### config.mk
export PLATFORM = sky130hd
export DESIGN_NAME = fib_sequencer_flat
export DESIGN_NICKNAME = d
export VERILOG_FILES = /design/src/rtl/fib_pkg.sv /design/src/rtl/fib_sequencer_if.sv /design/src/rtl/fib_sequencer.sv /design/src/flat_wrapper.sv
export SDC_FILE = /design/constraint.sdc
export NUM_CORES = 1
export LEC_CHECK = 0
export CAP_MARGIN = 25
export CELL_PAD_IN_SITES_DETAIL_PLACEMENT = 0
export CELL_PAD_IN_SITES_GLOBAL_PLACEMENT = 1
export CORE_UTILIZATION = 27
export CTS_CLUSTER_DIAMETER = 200
export DETAILED_ROUTE_END_ITERATION = 16
export PLACE_DENSITY_LB_ADDON = 0.1
export SLEW_MARGIN = 40
export SYNTH_ARGS = -nofsm -noshare
export SYNTH_HDL_FRONTEND = slang
export SYNTH_SLANG_ARGS = --single-unit
### constraint.sdc
create_clock -name clock_in -period 1.25 [get_ports clock_in]
set_clock_uncertainty 0.05 [all_clocks]
set_input_delay 0.3125 -clock clock_in [delete_from_list [all_inputs] [get_ports clock_in]]
set_output_delay 0.3125 -clock clock_in [all_outputs]
set_load 0.05 [all_outputs]
### src/rtl/fib_pkg.sv
// fib_pkg: shared definitions for the Fibonacci sequencer slice.
//   state_t     - sequencer FSM states (3-bit encoding)
//   mux_sel_t   - datapath source select codes
//   DATA_WIDTH  - default width of the term value and LED display
package fib_pkg;

    localparam int unsigned DATA_WIDTH = 4;

    typedef enum logic [2:0] {
        IDLE  = 3'd0,
        LOAD  = 3'd1,
        SHOW  = 3'd2,
        WAIT  = 3'd3,
        ADD   = 3'd4,
        SHIFT = 3'd5,
        DONE  = 3'd6
    } state_t;

    typedef enum logic [1:0] {
        MUX_INIT = 2'd0,
        MUX_ADD  = 2'd1,
        MUX_MOVE = 2'd2
    } mux_sel_t;

endpackage

### src/rtl/fib_sequencer_if.sv
// fib_sequencer_if: control/status bundle between the sequencer and the
// gen_reg datapath plus display timer.
//   mux_sel_out   - datapath source select (INIT / ADD / MOVE)
//   x1..x4_set_out- register load strobes
//   t0_start_out  - one-cycle display timer start
//   zero_flag_in  - countdown register x4 is zero
//   carry_in      - carry-out of x1+x2
//   term_in       - current term (x2)
//   t0_int_in     - display timer expiry pulse
// master: sequencer side; slave: datapath/timer side.
interface fib_sequencer_if #(
    parameter int unsigned DATA_WIDTH = fib_pkg::DATA_WIDTH
);
    import fib_pkg::*;

    mux_sel_t              mux_sel_out;
    logic                  x1_set_out;
    logic                  x2_set_out;
    logic                  x3_set_out;
    logic                  x4_set_out;
    logic                  t0_start_out;
    logic                  zero_flag_in;
    logic                  carry_in;
    logic [DATA_WIDTH-1:0] term_in;
    logic                  t0_int_in;

    modport master (
        output mux_sel_out, x1_set_out, x2_set_out, x3_set_out, x4_set_out,
               t0_start_out,
        input  zero_flag_in, carry_in, term_in, t0_int_in
    );

    modport slave (
        input  mux_sel_out, x1_set_out, x2_set_out, x3_set_out, x4_set_out,
               t0_start_out,
        output zero_flag_in, carry_in, term_in, t0_int_in
    );

endinterface

### src/rtl/fib_sequencer.sv
// fib_sequencer: control FSM for the 4-bit Fibonacci register datapath.
// Initialises the operand registers, alternates add and shift steps, paces
// each displayed term with an external one-shot timer and latches the
// current term onto the LEDs.
//   clock_in  - system clock, rising edge
//   reset_in  - synchronous active-high reset
//   start_in  - start level, honoured only in IDLE and DONE
//   dp        - datapath/timer bundle (fib_sequencer_if.master)
//   led_out   - registered displayed term
//   busy_out  - high in every state except IDLE and DONE
//   done_out  - high in DONE
//   ovf_out   - sticky overflow flag
// Optional feature: define FIB_OVERFLOW_STOP_EN to stop the sequence on
// adder carry-out instead of letting the sum wrap.
module fib_sequencer
    import fib_pkg::*;
#(
    parameter int unsigned DATA_WIDTH = fib_pkg::DATA_WIDTH
) (
    input  logic                  clock_in,
    input  logic                  reset_in,
    input  logic                  start_in,
    fib_sequencer_if.master       dp,
    output logic [DATA_WIDTH-1:0] led_out,
    output logic                  busy_out,
    output logic                  done_out,
    output logic                  ovf_out
);

`ifdef FIB_OVERFLOW_STOP_EN
    localparam bit OVF_STOP = 1'b1;
`else
    localparam bit OVF_STOP = 1'b0;
`endif

    state_t state;
    state_t next_state;
    logic   ovf_hit;

    // x1/x2 are stable from SHIFT through ADD, so the carry seen in WAIT is
    // the carry of the sum ADD would store.
    assign ovf_hit = OVF_STOP && dp.carry_in;

    always_comb begin
        next_state = state;
        unique case (state)
            IDLE:    if (start_in) next_state = LOAD;
            LOAD:    next_state = SHOW;
            SHOW:    next_state = WAIT;
            WAIT:    if (dp.t0_int_in) next_state = dp.zero_flag_in ? DONE : ADD;
            ADD:     next_state = ovf_hit ? DONE : SHIFT;
            SHIFT:   next_state = SHOW;
            DONE:    if (start_in) next_state = LOAD;
            default: next_state = IDLE;
        endcase
    end

    // Outputs are registered from next_state so each strobe is valid in
    // the cycle its state occupies.
    always_ff @(posedge clock_in) begin
        if (reset_in) begin
            state           <= IDLE;
            dp.mux_sel_out  <= MUX_INIT;
            dp.x1_set_out   <= 1'b0;
            dp.x2_set_out   <= 1'b0;
            dp.x3_set_out   <= 1'b0;
            dp.x4_set_out   <= 1'b0;
            dp.t0_start_out <= 1'b0;
            led_out         <= '0;
            busy_out        <= 1'b0;
            done_out        <= 1'b0;
            ovf_out         <= 1'b0;
        end else begin
            state <= next_state;

            unique case (next_state)
                ADD:     dp.mux_sel_out <= MUX_ADD;
                SHIFT:   dp.mux_sel_out <= MUX_MOVE;
                default: dp.mux_sel_out <= MUX_INIT;
            endcase

            dp.x1_set_out   <= (next_state == LOAD) || (next_state == SHIFT);
            dp.x2_set_out   <= (next_state == LOAD) || (next_state == SHIFT);
            dp.x4_set_out   <= (next_state == LOAD) || (next_state == SHIFT);
            // An overflowing sum is never written into x3.
            dp.x3_set_out   <= (next_state == LOAD) ||
                               ((next_state == ADD) && !ovf_hit);
            dp.t0_start_out <= (next_state == SHOW);
            busy_out        <= (next_state != IDLE) && (next_state != DONE);
            done_out        <= (next_state == DONE);

            if (state == SHOW) begin
                led_out <= dp.term_in;
            end

            if ((state == ADD) && ovf_hit) begin
                ovf_out <= 1'b1;
            end else if ((state == DONE) && start_in) begin
                ovf_out <= 1'b0;
            end
        end
    end

endmodule

### src/flat_wrapper.sv
// flat-port wrapper written by rule: the top's interface ports become plain ports
module fib_sequencer_flat import fib_pkg::*;
#(
    parameter int unsigned DATA_WIDTH = fib_pkg::DATA_WIDTH
)
  (clock_in, reset_in, start_in, led_out, busy_out, done_out, ovf_out, dp_mux_sel_out, dp_x1_set_out, dp_x2_set_out, dp_x3_set_out, dp_x4_set_out, dp_t0_start_out, dp_zero_flag_in, dp_carry_in, dp_term_in, dp_t0_int_in);
  fib_sequencer_if #(.DATA_WIDTH(DATA_WIDTH)) dp_i ();
  input  logic clock_in;
  input  logic reset_in;
  input  logic start_in;
  output logic [DATA_WIDTH-1:0] led_out;
  output logic busy_out;
  output logic done_out;
  output logic ovf_out;
  output wire logic [$bits(dp_i.mux_sel_out)-1:0] dp_mux_sel_out;
  output wire logic [$bits(dp_i.x1_set_out)-1:0] dp_x1_set_out;
  output wire logic [$bits(dp_i.x2_set_out)-1:0] dp_x2_set_out;
  output wire logic [$bits(dp_i.x3_set_out)-1:0] dp_x3_set_out;
  output wire logic [$bits(dp_i.x4_set_out)-1:0] dp_x4_set_out;
  output wire logic [$bits(dp_i.t0_start_out)-1:0] dp_t0_start_out;
  input wire logic [$bits(dp_i.zero_flag_in)-1:0] dp_zero_flag_in;
  input wire logic [$bits(dp_i.carry_in)-1:0] dp_carry_in;
  input wire logic [$bits(dp_i.term_in)-1:0] dp_term_in;
  input wire logic [$bits(dp_i.t0_int_in)-1:0] dp_t0_int_in;
  assign dp_mux_sel_out = dp_i.mux_sel_out;
  assign dp_x1_set_out = dp_i.x1_set_out;
  assign dp_x2_set_out = dp_i.x2_set_out;
  assign dp_x3_set_out = dp_i.x3_set_out;
  assign dp_x4_set_out = dp_i.x4_set_out;
  assign dp_t0_start_out = dp_i.t0_start_out;
  assign dp_i.zero_flag_in = dp_zero_flag_in;
  assign dp_i.carry_in = dp_carry_in;
  assign dp_i.term_in = dp_term_in;
  assign dp_i.t0_int_in = dp_t0_int_in;
  fib_sequencer #(.DATA_WIDTH(DATA_WIDTH)) u_core (.clock_in(clock_in), .reset_in(reset_in), .start_in(start_in), .dp(dp_i), .led_out(led_out), .busy_out(busy_out), .done_out(done_out), .ovf_out(ovf_out));
endmodule
; After elaboration in Yosys (flattened, before gate mapping)
; Index checks and enable logic that the tools add are counted.
[word_totals]
reg_bits = 14
wordCells = 32
[classes]
eq_ne = 12
mux = 5
n_reduce_logical = 7
[op_table]
columns = cell, n
row1 = $eq A3 B3 Y1 const B, 6
row2 = $pmux W3 S5, 1
row3 = $eq A3 B2 Y1 const B, 3
row4 = $eq A3 B1 Y1 const B, 2
row5 = $mux W3, 2
row6 = $pmux W2 S2, 1
row7 = $reduce_or A2 Y1, 2
row8 = $logic_not A3 Y1, 1
row9 = $ne A3 B3 Y1 const B, 1
row10 = $reduce_bool A3 Y1, 1
row11 = $logic_or A1 B1 Y1, 2
row12 = $mux W2, 1
row13 = $logic_and A1 B1 Y1, 1

; Logic depth before layout (Yosys ltp)
[depth]
word_depth = 5
ltp_mapped = 6

; Worst setup path before layout
; Ideal clock, no wire load.
[synth_path]
path_kind = reg-to-reg
from = reg u_core.state[1]
to = reg u_core.busy_out
setup_time_ns = 0.119
arrival_ns = 1.130
t_required_ns = 1.081
slack_ns = -0.049
stages_incl_launch_ff = 6
synth_period_minus_slack_ns = 1.299
cell_sequence = dfxtp_1 buf_6 nor2b_4 a32oi_2 nor2_2 a2bb2o_2
[synth_between]
elab_chain_len = 5
word_cells_on_any_way = 15
cone_classes = eq/ne: 7 / mux: 3 / reduce/logical: 5
[synth_lines]
columns = item, line_no
row1 = start: declaration, fib_sequencer.sv:36  ; state_t state;
row2 = start signal: assignment, fib_sequencer.sv:74  ; state <= next_state;
row3 = "$eq A3 B3 Y1, or another cell as far along", -
row4 = $reduce_or A2 Y1 (no line), -
row5 = $pmux W3 S5 *, fib_sequencer.sv:46  ; unique case (state)
row6 = $ne A3 B3 Y1 / $reduce_bool A3 Y1 (equally long branches), fib_sequencer.sv:89  ; busy_out <= (next_state != IDLE) && (next_state != DONE);
row7 = $logic_and A1 B1 Y1 *, fib_sequencer.sv:89
row8 = end signal: assignment, fib_sequencer.sv:89
row9 = end: declaration, fib_sequencer.sv:25  ; output logic busy_out,
; Mark *: on every way between the ends. The rest lies on a longest branch, timed or not.
; A chain may end at the register's enable or synchronous reset.

; Worst setup path after layout
; Ends and elaborated chain as after synthesis.

==> key figures <==
Outcome
  – Outcome: finished, violations left
  – Failing checks: negative setup slack

Hold path
  – Hold Path Origin: u_core.led_out[3]$_SDFFE_PP0N_
  – Hold Crit Class: register to register
  – Min-Delay Endpoint: u_core.led_out[3]$_SDFFE_PP0N_
  – Hold Crit Depth: 2

Routing
  – Detailed router's first-iteration violation count: 7
  – Pre-Repair DR Iteration Count: 4
  – Vias per cell: roughly 4.4
  – Drt total wl: 1.27 mm
  – DRC: 0
  – WL per Instance: about 11 um
  – Vias: roughly 520
  – Final ANT Viol Nets: 0

Logic synthesis
  – Cells after Synth: 62
  – Synthesized area per cell: about 10 um^2
  – Synth unique cells: 26
  – Post-Syn Nets: 72
  – Sequential share of the synthesized area: between 40% and 50%
  – Synth Warn #: 0
  – Flops & latches, synth: 14
  – Mapped cell area: just over 600 um^2

Clock network
  – H-tree levels: 1
  – Clock latency on the worst-skew pair: ~0.28 ns
  – CTS tree: built
  – Hold-fix buffers, CTS: 0
  – CTS sink cnt: 14
  – Deepest clock path buffer count: 2
  – Inserted Clock Buffers: 3
  – Clock transition at the registers of the reported paths: around 0.080 ns
  – Root Buffer: clkbuf_4

Finish
  – Share of cells above drive strength 1: about 44%
  – Area grow syn2layout: 78.2%
  – Reg area: 295 um^2
  – Antenna Cells: 0
  – Area of the multi-input gates: 315 um^2
  – Nets: approximately 100
  – Filler cells: about 180

Global routing
  – Vias in the first global route: approximately 520
  – Global-route wire length before repair: between 2 and 2.5 mm
  – Initial antenna violation count: 0
  – Gr usage total: about an eighth
  – Largest net degree at the start of global routing: 10
  – Grt total ovfl: 0

Worst setup path
  – Worst reg2reg path depth: 4
  – CP Class: register to register
  – CP endpoint kind: register
  – Worst Setup Start Kind: register
  – Slowest cell on crit path: dfxtp_4
  – Crit path max fanout: 7
  – R2r endpoint: u_core.busy_out$_SDFF_PP0_
  – CP peak stage delay: approximately 0.38 ns
  – Worst EP arrival: between 1 and 1.5 ns
  – Reg2Reg Launch Point: u_core.state[1]$_SDFF_PP0_
  – R2R Setup Slk: -0.04 ns
  – CP cell instances: nor2b_4, a32oi_2, nand2b_1, a2bb2o_4
  – Worst Path Buf+Inv: 0
  – Cell family with most CP delay: compound AO/OA/AOI/OAI gates
  – Req. time, crit path: ~1.4 ns

Power and ir drop
  – Total power: 0.00122 W
  – Peak VDD IR: ~0.64 mV
  – Power per Cell Area: 1100 nW/um^2
  – Leakage dissipation: roughly 0.45 nW

STA
  – # setup viols final: 7
  – RSZ-0062 raised after global routing: true
  – Slew Limit Fails: 0
  – Minimum clock period: 1.29 ns
  – Fin crit share: 103%
  – F_max: slightly below 800 MHz
  – Final hold vios: 0
  – Min setup slack post-route: -0.0402 ns
  – Setup TNS: -0.134 ns

Floorplanning
  – Die X: approximately 50 um
  – Die Y: 49.9 um
  – Total die area: approximately 2500 um^2
  – Num ports: 24
  – Core area: 2060 um^2
  – Initial core utilization: a little under a third
  – # rows: 16

Place
  – Detailed Place HPWL: about 860 um
  – # port buffers: 21
  – RePlAce Congestion: between 0.8 and 0.9

Flow run
  – Max Cap Viol: 0
==> how the worst max path moves through the flow <==
stage / start / to / slack [ns] / cells after the start
final: u_core.state[1]$_SDFF_PP0_ / u_core.busy_out$_SDFF_PP0_ / -0.04 / 4
after global routing: u_core.state[1]$_SDFF_PP0_ / u_core.led_out[0]$_SDFFE_PP0N_ / -0.11 / 5
after CTS: u_core.state[2]$_SDFF_PP0_ / u_core.dp.x3_set_out$_SDFF_PP0_ / -0.02 / 4
after detailed placement: start_in / u_core.dp.mux_sel_out[1]$_SDFF_PP0_ / -0.49 / 5
after global placement: start_in / u_core.busy_out$_SDFF_PP0_ / -0.46 / 5
after floorplan: u_core.state[1]$_SDFF_PP0_ / u_core.busy_out$_SDFF_PP0_ / -0.02 / 5
==> placed cells by master (no fill, tap or decap) <==
| cell | count |
|---|---|
| a32oi_2 | 1 |
| or2_1 | 1 |
| nor2b_4 | 2 |
| a32oi_1 | 1 |
| a21oi_1 | 1 |
| o21ai_0 | 1 |
| nand2_2 | 1 |
| nor2b_1 | 4 |
| buf_4 | 10 |
| a22o_1 | 1 |
| clkbuf_8 | 1 |
| dfxtp_4 | 4 |
| buf_12 | 13 |
| o41ai_4 | 1 |
| o211ai_1 | 2 |
| nand2b_1 | 1 |
| nor2_1 | 7 |
| and2_1 | 1 |
| a2bb2o_4 | 1 |
| a21o_1 | 1 |
| dfxtp_1 | 10 |
| nand2_1 | 4 |
| clkbuf_4 | 3 |
| a221oi_2 | 1 |
| nor2_4 | 1 |
| nor3_1 | 1 |
| dlygate4sd2_1 | 3 |
| o21bai_1 | 1 |
| buf_6 | 1 |
| conb_1 | 1 |
| clkdlybuf4s50_1 | 5 |
| mux2i_1 | 4 |
==> layer usage <==
layer  GRT usage (%)  share of wire [%]
met5               0                  0
met4            8.57                3.2
met3            4.01                5.8
met2            18.7                 47
met1            14.5                 44
==> flip-flops by register name (all words and copies together) (netlist names) <==
name and flops:
u_core.dp.x3_set_out 1, u_core.led_out 4, u_core.dp.mux_sel_out 2, u_core.busy_out 1
u_core.done_out 1, u_core.state 3, u_core.dp.x1_set_out 1, u_core.dp.t0_start_out 1
==> per-stage QoR <==
stage | instance area (um^2) | instances | util [%] | hold WS (ns) | worst slack, ns
after floorplan | 637 | 62 | - | 0.410 | -0.0229
after global placement | 1000 | 110 | 48.7 | 0.489 | -0.459
after detailed placement | 1000 | 110 | 48.7 | 0.493 | -0.495
after CTS | 1090 | 117 | 52.9 | 0.508 | -0.0188
after global routing | 1100 | 117 | 53.5 | 0.533 | -0.111
final | 1100 | 117 | 53.5 | 0.505 | -0.0402
==> logic make-up after synthesis <==
family,Yosys count,share of synthesized area [%]
and+or+nand+nor,23,19.4
DFF,14,45.3
AOI/OAI and AO/OA,12,17.6
buffers and inverters,8,10.7
muxes,4,6.46
other,1,0.605
==> power by group <==
part           switching, W  internal [W]
logic              0.000179      0.000201
clock network      0.000148      0.000177
registers         0.0000396      0.000473
total              0.000367      0.000851
==> worst min-delay path, delay by kind of cell, from the launching register on <==
family / cells / cell delay [ns]
DFF: 1 / 0.34
muxes: 1 / 0.13
and+or+nand+nor: 1 / 0.05
==> timing repair <==
action                                 in CTS  in global routing
setup endpoints to repair                  11                 13
gates resized for setup                    14                  4
endpoints found under the hold margin       0                  0
buffers inserted                            3                  0
gates cloned                                0                  0
pin swaps                                   4                  1
==> synth_stat cells <==
cell type	count	area share, %
a21o_1	1	1.2
a21oi_1	1	0.81
a221oi_2	1	2.4
a22o_1	1	1.4
a2bb2o_2	1	1.8
a32oi_1	1	1.4
a32oi_2	1	2.6
and2_1	1	1.0
buf_4	3	3.6
buf_6	3	5.5
clkbuf_2	2	1.6
conb_1	1	0.61
dfxtp_1	14	45
mux2i_1	4	6.5
nand2_1	5	3.0
nand2b_1	1	1.0
nor2_1	7	4.2
nor2_2	1	1.0
nor2b_1	5	5.1
nor2b_4	1	2.2
nor3_1	1	0.81
o211ai_1	2	2.4
o21ai_0	1	0.81
o21bai_1	1	1.2
o41ai_1	1	1.4
or2_1	1	1.0
==> area by class of cell <==
class | count | share of cell area [%]
Timing Repair Buffer | 32 | 38.3
Tap cell | 27 | 3.06
Sequential cell | 14 | 26.8
Multi-Input combinational cell | 40 | 28.6
Clock buffer | 4 | 3.29
No activity file was read; power rests on OpenSTA's default activity.
